File: src/rtl/axis_sample_repack.sv
// AXI4-Stream repacker between MSB-aligned lane samples and dense packed samples, with a two-entry skid stage.
// Optional saturating clip counter, built when AXIS_REPACK_CLIPCNT_EN is defined.
module axis_sample_repack #(
    parameter int    NSAMP        = 8,
    parameter int    NBITS        = 12,
    parameter int    LANEBITS     = 16,
    parameter string MODE         = "UNPACK",
    parameter int    CLIPCNT_BITS = 32,
    localparam int   LANE_W       = NSAMP * LANEBITS,
    localparam int   PACK_W       = NSAMP * NBITS,
    localparam int   IN_W         = (MODE == "UNPACK") ? LANE_W : PACK_W,
    localparam int   OUT_W        = (MODE == "UNPACK") ? PACK_W : LANE_W
) (
    input  logic                    aclk,
    input  logic                    aresetn,
    input  logic [IN_W-1:0]         s_axis_tdata,
    input  logic                    s_axis_tvalid,
    output logic                    s_axis_tready,
    output logic [OUT_W-1:0]        m_axis_tdata,
    output logic                    m_axis_tvalid,
    input  logic                    m_axis_tready,
    input  logic                    clip_clear_i,
    output logic [CLIPCNT_BITS-1:0] clip_count_o
);

    localparam int PAD       = LANEBITS - NBITS;
    localparam bit IS_UNPACK = (MODE == "UNPACK");

    typedef enum logic [1:0] {
        ST_EMPTY = 2'd0,
        ST_ONE   = 2'd1,
        ST_TWO   = 2'd2
    } state_t;

    state_t             state_r;
    state_t             state_s;
    logic               s_ready_r;
    logic               m_valid_r;
    logic [OUT_W-1:0]   out_r;
    logic [OUT_W-1:0]   skid_r;
    logic               accept_s;
    logic               load_out_in_s;
    logic               load_out_skid_s;
    logic               load_skid_s;
    logic [PACK_W-1:0]  in_samp_s;
    logic [OUT_W-1:0]   conv_s;

    // in_samp_s always holds the beat in NBITS space, whichever direction is built
    generate
        if (IS_UNPACK) begin : g_unpack
            for (genvar i = 0; i < NSAMP; i++) begin : g_lane
                assign in_samp_s[NBITS*i +: NBITS] = s_axis_tdata[LANEBITS*i + PAD +: NBITS];
            end
            if (PAD > 0) begin : g_pad
                logic [NSAMP*PAD-1:0] lane_pad_unused_s;
                for (genvar i = 0; i < NSAMP; i++) begin : g_drop
                    assign lane_pad_unused_s[PAD*i +: PAD] = s_axis_tdata[LANEBITS*i +: PAD];
                end
            end
            assign conv_s = in_samp_s;
        end else begin : g_pack
            assign in_samp_s = s_axis_tdata;
            for (genvar i = 0; i < NSAMP; i++) begin : g_lane
                if (PAD > 0) begin : g_padded
                    assign conv_s[LANEBITS*i +: LANEBITS] = {in_samp_s[NBITS*i +: NBITS], {PAD{1'b0}}};
                end else begin : g_pass
                    assign conv_s[LANEBITS*i +: LANEBITS] = in_samp_s[NBITS*i +: NBITS];
                end
            end
        end
    endgenerate

    assign accept_s      = s_axis_tvalid & s_ready_r;
    assign s_axis_tready = s_ready_r;
    assign m_axis_tvalid = m_valid_r;
    assign m_axis_tdata  = out_r;

    // Storage FSM: next state and which register loads on this edge
    always_comb begin
        state_s         = state_r;
        load_out_in_s   = 1'b0;
        load_out_skid_s = 1'b0;
        load_skid_s     = 1'b0;
        case (state_r)
            ST_EMPTY: begin
                if (accept_s) begin
                    state_s       = ST_ONE;
                    load_out_in_s = 1'b1;
                end else begin
                    state_s = ST_EMPTY;
                end
            end
            ST_ONE: begin
                if (accept_s && m_axis_tready) begin
                    state_s       = ST_ONE;
                    load_out_in_s = 1'b1;
                end else if (accept_s) begin
                    state_s     = ST_TWO;
                    load_skid_s = 1'b1;
                end else if (m_axis_tready) begin
                    state_s = ST_EMPTY;
                end else begin
                    state_s = ST_ONE;
                end
            end
            ST_TWO: begin
                // s_ready_r is low here, so no beat can arrive in this state
                if (m_axis_tready) begin
                    state_s         = ST_ONE;
                    load_out_skid_s = 1'b1;
                end else begin
                    state_s = ST_TWO;
                end
            end
            default: begin
                state_s = ST_EMPTY;
            end
        endcase
    end

    // State, registered handshake flags and the two data registers
    always_ff @(posedge aclk or negedge aresetn) begin
        if (!aresetn) begin
            state_r   <= ST_EMPTY;
            s_ready_r <= 1'b0;
            m_valid_r <= 1'b0;
            out_r     <= {OUT_W{1'b0}};
            skid_r    <= {OUT_W{1'b0}};
        end else begin
            state_r   <= state_s;
            s_ready_r <= (state_s != ST_TWO);
            m_valid_r <= (state_s != ST_EMPTY);
            if (load_out_in_s) begin
                out_r <= conv_s;
            end else if (load_out_skid_s) begin
                out_r <= skid_r;
            end
            if (load_skid_s) begin
                skid_r <= conv_s;
            end
        end
    end

`ifdef AXIS_REPACK_CLIPCNT_EN
    localparam int                     CW        = $clog2(NSAMP + 1);
    localparam int                     SUM_W     = CLIPCNT_BITS + CW;
    localparam logic [NBITS-1:0]       SMIN_C    = NBITS'(1'b1) << (NBITS - 1);
    localparam logic [NBITS-1:0]       SMAX_C    = ~SMIN_C;
    localparam logic [CLIPCNT_BITS-1:0] CNT_MAX_C = {CLIPCNT_BITS{1'b1}};

    logic [CW-1:0]           clip_beat_s;
    logic [CLIPCNT_BITS-1:0] clip_next_s;
    logic [CLIPCNT_BITS-1:0] clip_cnt_r;

    function automatic logic [CW-1:0] beat_clips(input logic [PACK_W-1:0] samp);
        logic [CW-1:0] n;
        n = {CW{1'b0}};
        for (int i = 0; i < NSAMP; i++) begin
            if ((samp[NBITS*i +: NBITS] == SMIN_C) || (samp[NBITS*i +: NBITS] == SMAX_C)) begin
                n = n + CW'(1'b1);
            end else begin
                n = n;
            end
        end
        return n;
    endfunction

    function automatic logic [CLIPCNT_BITS-1:0] sat_add(input logic [CLIPCNT_BITS-1:0] base,
                                                        input logic [CW-1:0]           inc);
        logic [SUM_W-1:0] sum;
        sum = SUM_W'(base) + SUM_W'(inc);
        if (sum > SUM_W'(CNT_MAX_C)) begin
            return CNT_MAX_C;
        end else begin
            return sum[CLIPCNT_BITS-1:0];
        end
    endfunction

    assign clip_beat_s = beat_clips(in_samp_s);

    // A clear that coincides with an accept restarts the count from that beat
    always_comb begin
        clip_next_s = clip_cnt_r;
        if (accept_s) begin
            if (clip_clear_i) begin
                clip_next_s = sat_add({CLIPCNT_BITS{1'b0}}, clip_beat_s);
            end else begin
                clip_next_s = sat_add(clip_cnt_r, clip_beat_s);
            end
        end else if (clip_clear_i) begin
            clip_next_s = {CLIPCNT_BITS{1'b0}};
        end else begin
            clip_next_s = clip_cnt_r;
        end
    end

    // Clip counter register
    always_ff @(posedge aclk or negedge aresetn) begin
        if (!aresetn) begin
            clip_cnt_r <= {CLIPCNT_BITS{1'b0}};
        end else begin
            clip_cnt_r <= clip_next_s;
        end
    end

    assign clip_count_o = clip_cnt_r;
`else
    logic clip_clear_unused_s;

    assign clip_clear_unused_s = clip_clear_i;
    assign clip_count_o        = {CLIPCNT_BITS{1'b0}};
`endif

endmodule

File: config.mk
export PLATFORM = sky130hd
export DESIGN_NAME = axis_sample_repack
export DESIGN_NICKNAME = d
export VERILOG_FILES = /design/src/rtl/axis_sample_repack.sv
export SDC_FILE = /design/constraint.sdc
export NUM_CORES = 1
export LEC_CHECK = 0
export CAP_MARGIN = 40
export CORE_MARGIN = 4
export CORE_UTILIZATION = 45
export CTS_BUF_LIST = sky130_fd_sc_hd__clkbuf_8
export DETAILED_ROUTE_END_ITERATION = 10
export GPL_TIMING_DRIVEN = 0
export PLACE_DENSITY = 0.78
export SYNTH_ARGS = -nofsm -noshare
export SYNTH_HDL_FRONTEND = slang
export SYNTH_SLANG_ARGS = --single-unit
File: constraint.sdc
create_clock -name aclk -period 2.4 [get_ports aclk]
set_input_delay 0.36 -clock aclk [delete_from_list [all_inputs] [get_ports aclk]]
set_output_delay 0.36 -clock aclk [all_outputs]
set_load 0.005 [all_outputs]
==> flow_summary.toml <==
[outcome]
status = "finished, final reports clean"

[critical_path]
slowest_stage = "dfrtp_1"
max_stage_delay_ps = 410
r2r_cells = 6
required_ps = 2750
path_max_fanout = 10
critical_path_class = "register to register"
critPathCaptureType = "register"
critPathLaunchType = "register"
arrival_ps = 2570
crit_chain = "and2_1 -> ha_1 -> nand2_1 -> buf_2 -> buf_4 -> mux2_2"

[floorplan]
io_pins = 263
num_rows = 49
dieArea_um2 = 20400
coreArea_um2 = 18000
initial_core_util_pct = 45.6
die_h_um = 143
fp.dieW_um = 143

[pwr]
swShare_pct = 29.8
p_comb_share_pct = 38.8
seqPwrFrac_pct = 44.1
p_leak_uw = 0.00486
power_uw = 13100
switchingPower_uw = 3890
max-vdd-ir-drop_v = 0.000591
clkPwrFrac_pct = 17.1
intPower_uw = 9180
cellPowerDensity_nw_per_um2 = 1190

[global_route]
met1_usage_pct = 25.1
grt_use_met2_pct = 29.1
grt_max_degree = 104
gr-max-usage-layer = "met2"
globalRouteOverflowTotal = 0
antenna_found_initial = 0
grt_use_met3_pct = 5.79
grt.total_usage_pct = 18.6
grt_pass1_vias = 5725
grt_pass1_wl_um = 30300

[route]
drtPass1Iterations = 5
vias_per_cell = 5.16
drc_errors = 0
drt-initial-drc-count = 339
routed_wl_um = 18800
drtAntennaViolNets = 0
drt-wirelength-per-cell_um = 17.6
via_count = 5520

[yosys]
synth_cell_type_count = 25
yosysWarnings = 0
netlist_area_um2 = 8200
syn_inst = 578
synth_area_per_cell_um2 = 14.2
ys_ff_latch = 196
seq_area_frac_synth_pct = 59.8

[final_layout]
syn2layout_area_growth_pct = 34.5
fin_cells = 1069
layout.cells.most_common_list = "clkdlybuf4s50_1, dfrtp_1, and2_1"
nFillCells = 1420
antenna_cells = 0
finish.utilization_pct = 61.4
finalInstanceArea_um2 = 11000
drive_gt1_share_pct = 22.9
final_nets = 962

[clocking]
cts.path.max_buffers = 2
cts_tree = "built"
cts.sinks = 196
clk_pin_slew_ps = 100
postCtsHoldBufs = 1
postCtsSetupBuffers = 0
clock_tree.root_cell = "clkbuf_8"
post_cts_resize_count = 0
worstSkewPairLatency_ps = 470
cts_buffers = 17
h-tree-depth = 4

[worst_hold_path]
whs_path_depth = 1
min_path_type = "register to register"

[timing]
rsz0062_at_grt = "false"
setup_viol = 0
fin_crit_ps = 2220
hold_viol_final = 0
fin_crit_sh_pct = 92.6
tightest_slew_ps = 766
slew_headroom_pct = 48.9
max_freq_ghz = 0.450
fin_skew_ps = 9.21
final_max_slew_viol_count = 0
setup_tns_ps = 0

[place]
place_inst = 1036
dpl_cell_area_um2 = 10600
place_congestion = 0.774
place.port_buffers = 197
hpwl_um = 13200

[run]
drv_cap = 0
## power by group through the flow
stage	registers (uW)	logic [uW]	clock network, uW
2_1_floorplan	5690	2630	0
3_3_place_gp	5770	5020	0
3_5_place_dp	5790	5180	0
4_1_cts	5770	5170	2290
5_1_grt	5960	5510	2430
6_report	5770	5070	2230
## critical path, delay by kind of cell (launching register included)
family,cells,cell delay [ps]
adders and majority gates,1,210
buffers and inverters,2,590
DFF,1,410
muxes,1,350
and+or+nand+nor,2,540
## sequential cells by signal, indices dropped and copies added (netlist names)
name,flops
m_axis_tdata,96
s_axis_tready,1
state_r,2
m_axis_tvalid,1
skid_r,96
## per-stage QoR
| step | hold slack, ps | setup slack [ps] |
|---|---|---|
| finish | 502 | 177 |
| global route | 501 | 70.3 |
| CTS | 495 | 147 |
| detailed placement | 467 | -286 |
| global placement | 477 | -7220 |
| floorplan | 64.4 | 640 |
## cells in the mapped netlist
master	number	area, um^2
o22a_1	1	8.76
o21bai_1	1	7.51
a221o_1	96	961
and3b_1	1	8.76
nor3_1	1	5.00
dfrtp_1	196	4900
buf_2	14	70.1
o21ai_0	2	10.0
and2b_4	1	10.0
a21o_1	1	7.51
buf_6	6	67.6
nand2_1	2	7.51
conb_1	1	3.75
inv_1	1	3.75
clkbuf_1	14	52.6
nand2b_1	1	6.26
mux2i_1	1	10.0
buf_1	1	3.75
mux2_2	96	1080
a21oi_1	1	5.00
and2_1	97	607
ha_1	2	25.0
a211oi_4	1	20.0
and4bb_4	1	16.3
buf_4	39	293
## worst paths after layout
check | end | startpoint | slack, ps
worst min-delay path | skid_r[49]$_DFFE_PN0P_ | skid_r[49]$_DFFE_PN0P_ | 500
max in group asynchronous | skid_r[67]$_DFFE_PN0P_ | aresetn | 970
worst min register to register | skid_r[49]$_DFFE_PN0P_ | skid_r[49]$_DFFE_PN0P_ | 500
worst max register to register | skid_r[79]$_DFFE_PN0P_ | s_axis_tready$_DFF_PN0_ | 180
min in group asynchronous | skid_r[19]$_DFFE_PN0P_ | aresetn | 510
worst max-delay path | skid_r[79]$_DFFE_PN0P_ | s_axis_tready$_DFF_PN0_ | 180
## metal layers
layer  vias up  share of wire [%]
li1       2574                  -
met2       191                 47
met3        24                8.0
met1      2731                 44
met4         0                1.6
met5         -                  0
## layout make-up
type	count	area, um^2	area share [%]
clock inverter	14	163	1.48
sequential	196	4900	44.5
clock buffer	18	248	2.25
timing repair buffer	199	2010	18.3
inverter	1	3.75	0.0341
buffer	74	487	4.42
multi-input combinational	338	2920	26.5
tap	229	287	2.60
## cell families after synthesis
group | Yosys count | synth area share, %
buffers and inverters | 75 | 5.98
adder cells (fa/ha/maj) | 2 | 0.305
AND/OR/NAND/NOR | 104 | 8.06
other | 1 | 0.0458
AO/OA/AOI/OAI | 103 | 12.4
multiplexers | 97 | 13.3
flip-flops | 196 | 59.8
Note: power is estimated with default switching activity, not from simulation.
==> variant 1 (same flow settings) <==
Encoding of `state_t`: now one-hot (3 bits for 3 states).
--- a/src/rtl/axis_sample_repack.sv
+++ b/src/rtl/axis_sample_repack.sv
@@ -26,10 +26,10 @@
     localparam int PAD       = LANEBITS - NBITS;
     localparam bit IS_UNPACK = (MODE == "UNPACK");
 
-    typedef enum logic [1:0] {
-        ST_EMPTY = 2'd0,
-        ST_ONE   = 2'd1,
-        ST_TWO   = 2'd2
+    typedef enum logic [2:0] {
+        ST_EMPTY = 3'b001,
+        ST_ONE   = 3'b010,
+        ST_TWO   = 3'b100
     } state_t;
 
     state_t             state_r;
Function: no difference found for any inputs over 4 cycles, from zero or initial values and one cycle with aresetn low; so few cycles prove little.
==> variant 1 against the unedited design <==
- worst setup slack better by 90 ps
- synthesized area grew 8.4%
- final area increased by 6.8%
- sequential cell count grew 1
- cell count up 25%
- total power decreased by 2.9%
- wire length rose by 25%
- critical path type unchanged
- largest cell class unchanged
- largest power group unchanged
==> variant 1: results (changes against the unedited design) <==
clock_tree:
  cts-root-buf: "clkbuf_8"
  clk_pin_slew_worst_paths_ps: 110
  insertion_delay_ps: 450  # -20 ps
global_routing:
  antenna_found_initial: 2  # +2
  grt_usage: 0.211  # +0.0249
  grt_pass1_wl_um: 37600  # +24%
  grt_max_degree: 111  # +6.7%
timing:
  slew_headroom: 0.558  # +0.0692
  fin_skew_ps: 17.6  # +8.34 ps
worst_setup_path:
  cpPeakStageDelay_ps: 450  # +40 ps
  worst_path_max_delay_cell: "dfrtp_1"
  critical-path-top-delay-family: "buffers and inverters"
run_status:
  run_status: "finished, final reports clean"
power_and_ir_drop:
  pg_clk_mw: 2.18  # -2%
  power.share.switching: 0.317  # +0.0193
  p_seq_frac: 0.446  # +0.005
  p_leak_nw: 5.10  # +5.0%
  ir_drop_mv: 0.515  # -13%
synth:
  ys_seq_area_frac: 0.555  # -0.0435
  synth.area.mux_share: 0.122  # -0.0115
  yosys-top-cells-area: "dfrtp_1, nand2_1, a211oi_1"
  syn_inst: 812  # +40%
  synthTopCellsByCount: "dfrtp_1, nand2_1, a211oi_1, a31oi_1, mux2_2"
  yosysWarnings: 0  # unchanged
  synth_compound_area_frac: 0.153  # +0.0288
  synth_fa_ha_area_frac: 0.00422  # +0.00117
  yosysUniqueCellTypes: 32  # +28%
detailed_routing:
  drt_iter0_drc: 409  # +21%
  drcViolationCount: 0  # unchanged
  post_drt_via_cell_ratio: 5.36  # +3.8%
  dr.pass1.iters: 4  # -1
  vias: 7185  # +30%
  wl_um: 23500  # +25%
place:
  dp_hpwl_um: 16700  # +27%
  placed_cells: 1306  # +26%
  gp_congestion: 0.877  # +13%
  place_area_um2: 11300  # +6.9%
cells_and_area:
  final_nets: 1198  # +25%
  fillerInstances: 1615  # +14%
  drive_gt1_frac: 0.150  # -0.0788
min_path:
  hold_class: "input port to asynchronous set/reset pin"
[variant 1: changes by cell type after synthesis, moves of 40 or more]
cell	unedited run	this run
a211oi_1	0	96
and2_1	97	0
a221o_1	96	0
mux2_2	96	56
a31oi_1	0	96
mux2_1	0	40
nand2_1	2	194
[variant 1: stage by stage]
step / hold WS [ps] / setup slack (ps) / setup TNS [ps] / utilization
floorplan: 64.4 / 623 / 0 / -
global placement: 467 / -7170 / -1450290 / 0.581
detailed placement: 399 / -393 / -49540 / 0.583
CTS: 491 / 67.2 / 0 / 0.604
global route: 499 / 136 / 0 / 0.605
finish: 480 / 267 / 0 / 0.605
[variant 1: final timing paths]
path | startpoint | end | slack (ps) | cells after the start
setup / recovery | s_axis_tready$_DFF_PN0_ | m_axis_tdata[71]$_DFFE_PN0P_ | 270 | 8
hold / removal | aresetn | skid_r[65]$_DFFE_PN0P_ | 480 | 2
setup reg to reg | s_axis_tready$_DFF_PN0_ | m_axis_tdata[71]$_DFFE_PN0P_ | 270 | 8
hold reg to reg | skid_r[85]$_DFFE_PN0P_ | skid_r[85]$_DFFE_PN0P_ | 490 | 1
max in group asynchronous | aresetn | m_axis_tdata[12]$_DFFE_PN0P_ | 950 | 3
min in group aclk | skid_r[85]$_DFFE_PN0P_ | skid_r[85]$_DFFE_PN0P_ | 490 | 1
[variant 1: area by class of cell]
| type | count | share of cell area |
|---|---|---|
| inverters | 4 | 0.00128 |
| diodes | 1 | 0.000213 |
| clock buffers | 19 | 0.0222 |
| multi-input cells | 534 | 0.294 |
| repair buffers | 201 | 0.172 |
| clock inverters | 13 | 0.0129 |
| well taps | 265 | 0.0282 |
| plain buffers | 107 | 0.0499 |
| flip-flops and latches | 197 | 0.419 |
[variant 1: layer usage]
| layer | share of wire | vias up | track usage |
|---|---|---|---|
| li1 | - | 3346 | - |
| met5 | 0.00055 | - | 0 |
| met1 | 0.43 | 3539 | 0.290 |
| met4 | 0.011 | 2 | 0.0591 |
| met3 | 0.086 | 28 | 0.0612 |
| met2 | 0.47 | 270 | 0.329 |
[variant 1: kinds of logic after synthesis]
family / count (synthesis)
compound gates: 197
fa+ha+maj: 3
buf+inv: 112
flops: 197
mux: 96
other cells: 1
simple gates: 206
[variant 1: repair_timing]
| item | 4_1_cts | 5_1_grt |
|---|---|---|
| hold endpoints to repair | 87 | 0 |
| hold buffers | 1 | 0 |
| setup endpoints to repair | 0 | 60 |
| setup buffers | 0 | 2 |
[variant 1: worst reg2reg max path, delay by kind of cell, from the launching register on]
family / cells / cell delay (ps)
buffers and inverters: 3 / 630
AOI/OAI and AO/OA: 2 / 460
DFF: 1 / 450
and+or+nand+nor: 2 / 260
adders and majority gates: 1 / 200
==> variant 2 (same flow settings) <==
Without the edit above. `CLIPCNT_BITS`: 32 -> 64.
--- a/src/rtl/axis_sample_repack.sv
+++ b/src/rtl/axis_sample_repack.sv
@@ -5,7 +5,7 @@
     parameter int    NBITS        = 12,
     parameter int    LANEBITS     = 16,
     parameter string MODE         = "UNPACK",
-    parameter int    CLIPCNT_BITS = 32,
+    parameter int    CLIPCNT_BITS = 64,
     localparam int   LANE_W       = NSAMP * LANEBITS,
     localparam int   PACK_W       = NSAMP * NBITS,
     localparam int   IN_W         = (MODE == "UNPACK") ? LANE_W : PACK_W,
Ports: changed (resized clip_count_o); port bits go from 263 to 295. No check against the original RTL was run, so the function may have changed too.
==> variant 2 against the unedited design <==
- worst hold slack got worse by 30 ps
- wire length grew 3.8%
- synthesized area up 2.9%
- final area grew 3.2%
- clock power shrank 2%
- worst setup slack better by 36 ps
- total power about the same
- sequential cell count did not move
- global-route usage hardly changed
- critical path type unchanged
- largest cell class unchanged
==> variant 2: results (changes against the unedited design) <==
run_status:
  run_status: "finished, final reports clean"
global_routing:
  grt_use_met1: 0.239  # -0.0121
  met3_usage: 0.0764  # +0.0185
  grt_max_degree: 116  # +12%
  grt_pass1_wl_um: 31900  # +5.1%
  grt.met2_usage: 0.296  # +0.00521
  grt_pass1_vias: 5886  # +2.8%
detailed_routing:
  dr.pass1.iters: 4  # -1
  routedWlPerCell_um: 17.2  # -2.1%
  drt_iter0_drc: 250  # -26%
  wl_met2_um: 9100  # +3.4%
  wl_met3_um: 1740  # +16%
cells_and_area:
  final_nets: 1026  # +6.7%
  drive_gt1_frac: 0.246  # +0.0170
worst_setup_path:
  crit_start: "s_axis_tready$_DFF_PN0_"
  worstReg2RegEnd: "skid_r[78]$_DFFE_PN0P_"
  arrival_ps: 2530  # -40 ps
  ff2ff_setup_slack_ps: 210  # +40 ps
synth:
  yosys-top-cells-area: "dfrtp_1, mux2_2, a221o_1"
  synthTopCellsByCount: "dfrtp_1, and2_1, a221o_1, mux2_2, buf_4"
  synth_fa_ha_area_frac: 0.00297  # -0.0000870
  synth_compound_area_frac: 0.121  # -0.00354
  ys_seq_area_frac: 0.581  # -0.0170
  synth.area.mux_share: 0.129  # -0.00379
power_and_ir_drop:
  ir_drop_mv: 0.582  # -1.5%
  p_leak_nw: 5.13  # +5.7%
  switchingPower_mw: 3.88  # -0.42%
timing:
  fin_skew_ps: 15.7  # +6.47 ps
  slew_headroom: 0.591  # +0.102
  hold_slack_ps: 472  # -29.8 ps
place:
  dp_hpwl_um: 14000  # +6.4%
  placed_cells: 1100  # +6.2%
  gp_congestion: 0.791  # +2.2%
## variant 2: power groups by stage
stage,Combinational (mW),Sequential [mW],Clock (mW)
floorplan,2.68,5.69,0
global placement,5.06,5.78,0
detailed placement,5.21,5.81,0
CTS,5.21,5.78,2.23
global route,5.56,5.97,2.38
finish,5.13,5.77,2.18
## variant 2: cell type report
type                       instances  area, µm²
clock inverter                    14        153
timing repair buffer             199       2010
buffer                           106        727
clock buffer                      18        248
fill                            1456       6840
multi-input combinational        370       3040
sequential                       196       4900
tap                              229        287
inverter                           1       3.75
## variant 2: per-stage QoR
step	setup WS (ps)	utilization	TNS [ps]
2_1_floorplan	640	-	0
3_3_place_gp	-7210	0.600	-1417710
3_5_place_dp	-264	0.602	-11860
4_1_cts	160	0.625	0
5_1_grt	72.9	0.625	0
6_report	213	0.625	0
